**config.mk**
```make
export PLATFORM = sky130hd
export DESIGN_NAME = prm_reg_write_arbiter
export DESIGN_NICKNAME = d
export VERILOG_FILES = /design/src/rtl/prm_reg_write_arbiter.sv
export SDC_FILE = /design/constraint.sdc
export NUM_CORES = 1
export LEC_CHECK = 0
export ABC_AREA = 0
export CAP_MARGIN = 20
export CORE_AREA = 3 3 62 50
export DETAILED_ROUTE_END_ITERATION = 6
export DIE_AREA = 0 0 65 53
export DONT_BUFFER_PORTS = 1
export PLACE_DENSITY = 0.7
export SYNTH_ARGS = -nofsm -noshare
export SYNTH_HDL_FRONTEND = slang
export SYNTH_SLANG_ARGS = --single-unit
```
**constraint.sdc**
```tcl
create_clock -name clk -period 2.05 [get_ports clk]
set_input_delay 0.205 -clock clk [delete_from_list [all_inputs] [get_ports clk]]
set_output_delay 0.205 -clock clk [all_outputs]
set_load 0.01 [all_outputs]
```
**src/rtl/prm_reg_write_arbiter.sv**
```systemverilog
// prm_reg_write_arbiter
// Round-robin arbiter that gives N requesters one shared WIDTH-bit holding
// register. A granted requester loads its wdata, or zero when clr_req is set.
// A requester that also raises lock keeps the register for a burst of writes.
//
// Handshake: req is a level request. gnt is a one-cycle, one-hot ack. While
// gnt[i] is high, q already holds the value that requester i wrote on that
// edge. In IDLE, a requester granted on the previous edge is masked for one
// edge, so it can keep req high for one cycle after its ack without writing
// twice. In LOCKED there is no masking, so gnt acks each beat of the burst.
//
// busy mirrors the FSM state (1 = LOCKED), so the state is visible on a port.
module prm_reg_write_arbiter #(
    parameter int N     = 4,
    parameter int WIDTH = 8
) (
    input  logic                   clk,
    input  logic                   rst,
    input  logic [N-1:0]           req,
    input  logic [N-1:0]           clr_req,
    input  logic [N-1:0]           lock,
    input  logic [N*WIDTH-1:0]     wdata,
    output logic [N-1:0]           gnt,
    output logic [$clog2(N)-1:0]   owner,
    output logic                   busy,
    output logic [WIDTH-1:0]       q
);

    localparam int PW = $clog2(N);

    typedef enum logic {
        IDLE   = 1'b0,
        LOCKED = 1'b1
    } state_t;

    state_t            state, state_n;
    logic [PW-1:0]     ptr, ptr_n;
    logic [PW-1:0]     owner_n;
    logic [N-1:0]      gnt_n;
    logic [WIDTH-1:0]  q_n;

    logic [N-1:0]      eligible;
    logic              found;
    logic [PW-1:0]     win;
    logic [PW-1:0]     cand;
    logic [WIDTH-1:0]  win_data;
    logic [WIDTH-1:0]  own_data;

    // A requester acked on the previous edge sits out this edge.
    assign eligible = req & ~gnt;
    assign busy     = (state == LOCKED);
    assign win_data = clr_req[win]   ? '0 : wdata[win*WIDTH +: WIDTH];
    assign own_data = clr_req[owner] ? '0 : wdata[owner*WIDTH +: WIDTH];

    // Find the first eligible index, scanning from ptr with explicit wrap at N.
    always_comb begin
        found = 1'b0;
        win   = '0;
        cand  = '0;
        for (int k = 0; k < N; k++) begin
            if (int'(ptr) + k >= N) begin
                cand = PW'(int'(ptr) + k - N);
            end else begin
                cand = PW'(int'(ptr) + k);
            end
            if (!found && eligible[cand]) begin
                found = 1'b1;
                win   = cand;
            end
        end
    end

    // Next state, next grant and the write path for both FSM states.
    always_comb begin
        state_n = state;
        gnt_n   = '0;
        owner_n = owner;
        ptr_n   = ptr;
        q_n     = q;
        case (state)
            IDLE: begin
                if (found) begin
                    gnt_n[win] = 1'b1;
                    owner_n    = win;
                    ptr_n      = (win == PW'(N - 1)) ? '0 : win + PW'(1);
                    q_n        = win_data;
                    state_n    = lock[win] ? LOCKED : IDLE;
                end
            end
            LOCKED: begin
                // Only the owner is serviced. Other requests are neither
                // granted nor remembered, and ptr does not move.
                if (!lock[owner]) begin
                    state_n = IDLE;
                end else if (req[owner]) begin
                    gnt_n[owner] = 1'b1;
                    q_n          = own_data;
                end
            end
            default: begin
                state_n = IDLE;
            end
        endcase
    end

    // State, pointer and output registers, with synchronous reset.
    always_ff @(posedge clk) begin
        if (rst) begin
            state <= IDLE;
            ptr   <= '0;
            owner <= '0;
            gnt   <= '0;
            q     <= '0;
        end else begin
            state <= state_n;
            ptr   <= ptr_n;
            owner <= owner_n;
            gnt   <= gnt_n;
            q     <= q_n;
        end
    end

endmodule
```
==> impl_metrics.yaml, run 1 <==
run_status:
  outcome: "finished, final reports clean"
floorplanning:
  die_area_um2: 3450
  die_y_um: 53
  ios: 61
  initial_core_util: 0.585
  coreArea_um2: 2540
  die_w_um: 65
  rows: 16
sta:
  fmax_ghz: 0.523
  rsz0062_at_grt: "false"
  worst_pin_slew_ns: 0.640
  slew_headroom: 0.571
  holdWs_ns: 0.0678
  setup_ws_ns: 0.138
  layout_min_cycle_time_ns: 1.91
  clock-skew-final_ns: 0.00669
  finalSetupViolations: 0
  finalCritPeriodShare: 0.933
  slew_violations: 0
  hold_violations: 0
critical_path:
  cpPeakStageDelay_ns: 0.34
  critPathLaunchType: "flip-flop"
  ff2ff_path_depth: 8
  r2r_slack_ns: 0.14
  worst_ep_required_time_ns: 2.23
  critPathBufInv: 2
  path_max_fanout: 11
  crit_arrival_ns: 2.09
  crit_family: "compound AO/OA/AOI/OAI gates"
  critPathCaptureType: "flip-flop"
  r2r_end: "ptr[1]"
  r2r_start: "gnt[0]"
  crit_type: "reg2reg"
  crit_chain: "nand2b_1 -> o21ai_1 -> a21o_2 -> inv_1 -> buf_4 -> ha_1 -> mux2i_1 -> nor2_1"
  crit_slowest_cell: "dfxtp_1"
drt:
  num_vias: 1405
  totalWireLength_um: 4230
  via_per_inst: 6.75
  dr.pass1.iters: 4
  routedWlPerCell_um: 20.3
  antenna_left: 0
  drt-initial-drc-count: 131
  drcViolationCount: 0
final_layout:
  fin_util: 0.630
  final_cells: 208
  syn2layout_area_growth_pct: 7.74
  drive_gt1_frac: 0.221
  diodes: 0
  final_nets: 223
hold_path:
  hp-start: "req[2]"
  min_to: "gnt[2]"
  min_path_type: "in2reg"
  holdPathStages: 2
pwr:
  switchingPower_uw: 1060
  peakVddDrop_mv: 0.650
  p_leak_uw: 0.000614
  p_seq_frac: 0.286
  clkPwrFrac: 0.084
  p_int_uw: 1230
  power.density_nw_per_um2: 1430
  comb_power_share: 0.630
  swShare: 0.463
synth:
  yosys_warnings: 0
  yosysUniqueCellTypes: 40
  yosys.area.top_type: "dfxtp_1"
  syn-num-nets: 218
  synth.area.top_cells: "dfxtp_1, mux4_2, a21oi_1"
  syn-cell-area_um2: 1490
  netlist.area_leader.share: 0.229
  synth-seq-cells: 17
  synth_cells: 168
  synth_seq_area_share: 0.229
  syn_avg_cell_area_um2: 8.85
grt:
  first_global_vias: 1337
  grt_usage: 0.252
  grt_max_degree: 17
  antenna_found_initial: 0
  overflow: 0
  grt_pass1_wl_um: 6510
placed_design:
  place_congestion: 0.780
  dp.cells: 201
  place_hpwl_um: 3260
  portBuffers: 0
  pre_cts_ws_ns: -0.0653
cts:
  root_buffer: "clkbuf_4"
  cts_tree: "yes"
  clk_latency_ns: 0.30
  cts_sinks: 17
  path_clk_slew_ns: 0.11
  cts_buffer_depth: 2
  numCtsBuffers: 3
  htreeDepth: 1
job:
  drv_cap: 0
Yosys cell counts:
cell type and n:
a211oi_1 2, a211oi_2 1, a21o_1 1, a21oi_1 21, a22o_1 8, a22oi_1 1
a31o_2 1, a31oi_1 2, a32oi_1 1, and3_1 1, and3_4 1, and4b_1 1
buf_1 1, buf_2 6, buf_4 1, buf_6 2, clkbuf_1 4, dfxtp_1 17
ha_1 4, inv_1 2, inv_2 1, mux2i_1 5, mux4_2 11, nand2_1 20
nand2b_1 11, nand3_1 1, nand3b_1 8, nand4_1 1, nand4b_1 1, nor2_1 8
nor2b_1 3, nor2b_4 1, nor3b_1 1, nor4b_1 1, o21ai_0 2, o21ai_1 3
o21ai_2 1, o221ai_1 8, o2bb2ai_1 1, or3b_1 2
layer usage:
layer | GRT usage | share of wire | vias to the layer above
met5 | 0 | 0 | -
met4 | 0.0491 | 0.013 | 0
met3 | 0.0998 | 0.13 | 10
met2 | 0.440 | 0.49 | 94
met1 | 0.294 | 0.36 | 656
li1 | - | - | 645
power by group through the flow:
stage / Clock (uW) / Sequential (uW) / Combinational (uW)
2_1_floorplan: 0 / 606 / 1150
3_3_place_gp: 0 / 652 / 1330
3_5_place_dp: 0 / 659 / 1380
4_1_cts: 195 / 650 / 1410
5_1_grt: 207 / 679 / 1580
6_report: 192 / 655 / 1440
cell type report:
| class | count | area, um^2 |
|---|---|---|
| Clock buffer | 4 | 26.3 |
| Multi-Input combinational cell | 134 | 1070 |
| Sequential cell | 17 | 343 |
| Timing Repair Buffer | 14 | 108 |
| Inverter | 3 | 13.8 |
| Tap cell | 36 | 45.0 |
| Fill cell | 237 | 941 |
worst register-to-register path: stages, from the launching register on:
cell,delay (ns)
dfxtp_1,0.34
nand2b_1,0.19
o21ai_1,0.28
a21o_2,0.28
inv_1,0.08
buf_4,0.18
ha_1,0.28
mux2i_1,0.13
nor2_1,0.05
state kept, by name (all words and copies together), names as in the netlist:
signal	flops
owner	2
ptr	2
busy	1
q	8
gnt	4
layout by cell type (no fill, tap or decap), types with 3 or more instances in the layout:
cell / instances
a21oi_1: 21
nand2_1: 19
dfxtp_1: 15
buf_4: 13
nand2b_1: 11
mux4_2: 11
nor2_1: 8
a22o_1: 8
nand3b_1: 8
o221ai_1: 8
mux2i_1: 5
ha_1: 4
o21ai_1: 3
nor2b_1: 3
clkbuf_4: 3
cell families after synthesis:
family,share of synthesized area
flip-flops,0.229
buffers and inverters,0.0606
AND/OR/NAND/NOR,0.234
multiplexers,0.200
adder cells (fa/ha/maj),0.0337
AO/OA/AOI/OAI,0.242
stage by stage:
stage | instance area [um^2] | power [uW] | setup TNS, ns
floorplan | 1490 | 1760 | 0
global placement | 1540 | 1980 | 0
detailed placement | 1540 | 2040 | -0.367
CTS | 1590 | 2260 | 0
global route | 1600 | 2470 | 0
finish | 1600 | 2290 | 0
worst max path at each step:
stage	from	to	slack, ns	depth (start not counted)
2_1_floorplan	owner[1]	q[6]	0.21	5
3_3_place_gp	gnt[3]	q[1]	0.02	7
3_5_place_dp	gnt[3]	q[6]	-0.07	7
4_1_cts	gnt[3]	q[6]	0.07	8
5_1_grt	gnt[0]	ptr[1]	0.02	8
6_report	gnt[0]	ptr[1]	0.14	8
timing repair:
item / 4_1_cts / 5_1_grt
pin swaps: 1 / 0
gates cloned: 0 / 0
setup endpoints to repair: 8 / 13
endpoints found under the hold margin: 9 / 0
hold buffers: 1 / 0
resized for setup: 0 / 6
setup buffers: 2 / 0
No activity file was read; power rests on OpenSTA's default activity.
==> inputs of run 2 (changes only) <==
--- a/config.mk
+++ b/config.mk
@@ -7,11 +7,11 @@
 export LEC_CHECK = 0
 export ABC_AREA = 0
 export CAP_MARGIN = 20
-export CORE_AREA = 3 3 62 50
+export CORE_AREA = 3 3 65 52
 export DETAILED_ROUTE_END_ITERATION = 6
-export DIE_AREA = 0 0 65 53
+export DIE_AREA = 0 0 68 55
 export DONT_BUFFER_PORTS = 1
-export PLACE_DENSITY = 0.7
+export PLACE_DENSITY = 0.64
 export SYNTH_ARGS = -nofsm -noshare
 export SYNTH_HDL_FRONTEND = slang
 export SYNTH_SLANG_ARGS = --single-unit
==> run 2 against run 1 <==
Net effect: non-clock buffer count stayed put; cell count is 0.96% higher; sequential power is 2% higher; routed wire length is 1.9% lower; power is 4.2% higher; clock skew is 0.0060 ns lower; die area is 8.6% higher; first-iteration DRC count is 20% lower; worst hold slack worse by 0.051 ns; worst setup slack better by 0.013 ns; clock-buffer cell count stayed put; register-to-register slack hardly changed.
==> impl_metrics.yaml, run 2 (synthesis results as in run 1) <==
cts:
  cts_hold_buffers: 0
  clk_latency_ns: 0.25
  root_buffer: "clkbuf_8"
  numCtsBuffers: 3
  cts_tree: "yes"
  path_clk_slew_ns: 0.07
  htreeDepth: 1
  cts_buffer_depth: 2
  cts_sinks: 17
drt:
  routedWlPerCell_um: 19.8
  via_per_inst: 6.58
  dr.pass1.iters: 5
  drt-initial-drc-count: 105
  totalWireLength_um: 4150
  num_vias: 1382
  drcViolationCount: 0
  antenna_left: 0
grt:
  first_global_vias: 1300
  overflow: 0
  grt_pass1_wl_um: 6140
  antenna_found_initial: 0
  grt_max_degree: 20
  grt_usage: 0.223
sta:
  finalSetupViolations: 0
  rsz0062_at_grt: "false"
  hold_violations: 0
  slew_violations: 0
  finalCritPeriodShare: 0.926
  worst_pin_slew_ns: 0.675
  slew_headroom: 0.548
  layout_min_cycle_time_ns: 1.90
  clock-skew-final_ns: 0.000646
  setup_tns_ns: 0
  fmax_ghz: 0.527
placed_design:
  place_congestion: 0.817
  dpl_cell_area_um2: 1530
  place_hpwl_um: 3190
  portBuffers: 0
  dp.cells: 202
floorplanning:
  coreArea_um2: 2850
  die_w_um: 68
  die_y_um: 55
  rows: 17
  ios: 61
  die_area_um2: 3740
  initial_core_util: 0.522
final_layout:
  diodes: 0
  reg.largest.list: "q (8), gnt (4)"
  layout_commonest_cell: "a21oi_1"
  final_cells: 210
  layout_common_cells: "a21oi_1, nand2_1, dfxtp_1, buf_4"
  top_register: "q"
  largest_reg_flops: 8
  final_nets: 223
  syn2layout_area_growth_pct: 8.42
  design_area_um2: 1610
  drive_gt1_frac: 0.209
critical_path:
  critPathBufInv: 2
  crit_slowest_cell: "or3b_1"
  crit_type: "reg2reg"
  worst_ep_required_time_ns: 2.22
  r2r_start: "gnt[0]"
  r2r_end: "q[6]"
  crit_arrival_ns: 2.07
  crit_chain: "nand2b_1 -> or3b_1 -> and3_4 -> inv_4 -> buf_4 -> a21oi_1 -> a22o_1 -> o221ai_1"
  ff2ff_path_depth: 8
  path_max_fanout: 6
  r2r_slack_ns: 0.15
  crit_family: "simple AND/OR/NAND/NOR gates"
  critPathCaptureType: "flip-flop"
  critPathLaunchType: "flip-flop"
  cpPeakStageDelay_ns: 0.36
hold_path:
  min_path_type: "in2reg"
  hp-start: "rst"
  holdPathStages: 1
  min_to: "gnt[0]"
pwr:
  p_leak_uw: 0.000619
  power.density_nw_per_um2: 1480
  peakVddDrop_mv: 0.606
job:
  drv_cap: 0
run_status:
  outcome: "finished, final reports clean"
run 2: cell count changes in the layout (fill, tap and decap cells not counted), moves of 2 or more:
| cell | change |
|---|---|
| dfxtp_1 | +2 |
| clkbuf_8 | +3 |
| dfxtp_2 | -2 |
| clkbuf_4 | -3 |
run 2: worst max path at each step:
stage	cells after the start	slack (ns)	endpoint	start
floorplan	5	0.21	q[6]	owner[1]
global placement	7	0.09	q[2]	gnt[0]
detailed placement	5	-0.002	q[7]	owner[1]
CTS	5	0.007	q[7]	owner[1]
global route	8	0.04	q[1]	gnt[0]
finish	8	0.15	q[6]	gnt[0]
run 2: layer usage:
layer / up-vias / global-route usage / wire, um
met3: 2 / 0.0909 / 432
met5: - / 0 / 0
li1: 646 / - / -
met4: 0 / 0.0462 / 12
met1: 680 / 0.296 / 1740
met2: 54 / 0.341 / 1970
run 2: timing repair:
action                                  4_1_cts  5_1_grt
pin swaps                                     1        1
gates resized for setup                       0        3
endpoints found under the setup margin        3        9
buffers inserted                              0        4
run 2: layout make-up:
| cell class | instances | area [um^2] |
|---|---|---|
| Inverter | 3 | 13.8 |
| Clock buffer | 4 | 45.0 |
| Sequential cell | 17 | 340 |
| Fill cell | 279 | 1240 |
| Multi-Input combinational cell | 134 | 1060 |
| Timing Repair Buffer | 14 | 105 |
| Tap cell | 38 | 47.5 |
run 2: through the flow:
| step | util | setup WS, ns | total power, uW | hold slack, ns |
|---|---|---|---|---|
| CTS | 0.553 | 0.00655 | 2310 | 0.0105 |
| detailed placement | 0.537 | -0.00243 | 2040 | 0.280 |
| global placement | 0.537 | 0.0906 | 2000 | 0.282 |
| floorplan | - | 0.209 | 1760 | 0.353 |
| finish | 0.565 | 0.151 | 2380 | 0.0164 |
| global route | 0.565 | 0.0445 | 2580 | 0.00377 |
run 2: power by group:
part           switching [uW]  internal [uW]  total (uW)
Clock                     118            138         256
Sequential                199            470         669
Combinational             758            701        1460
Total                    1080           1310        2380
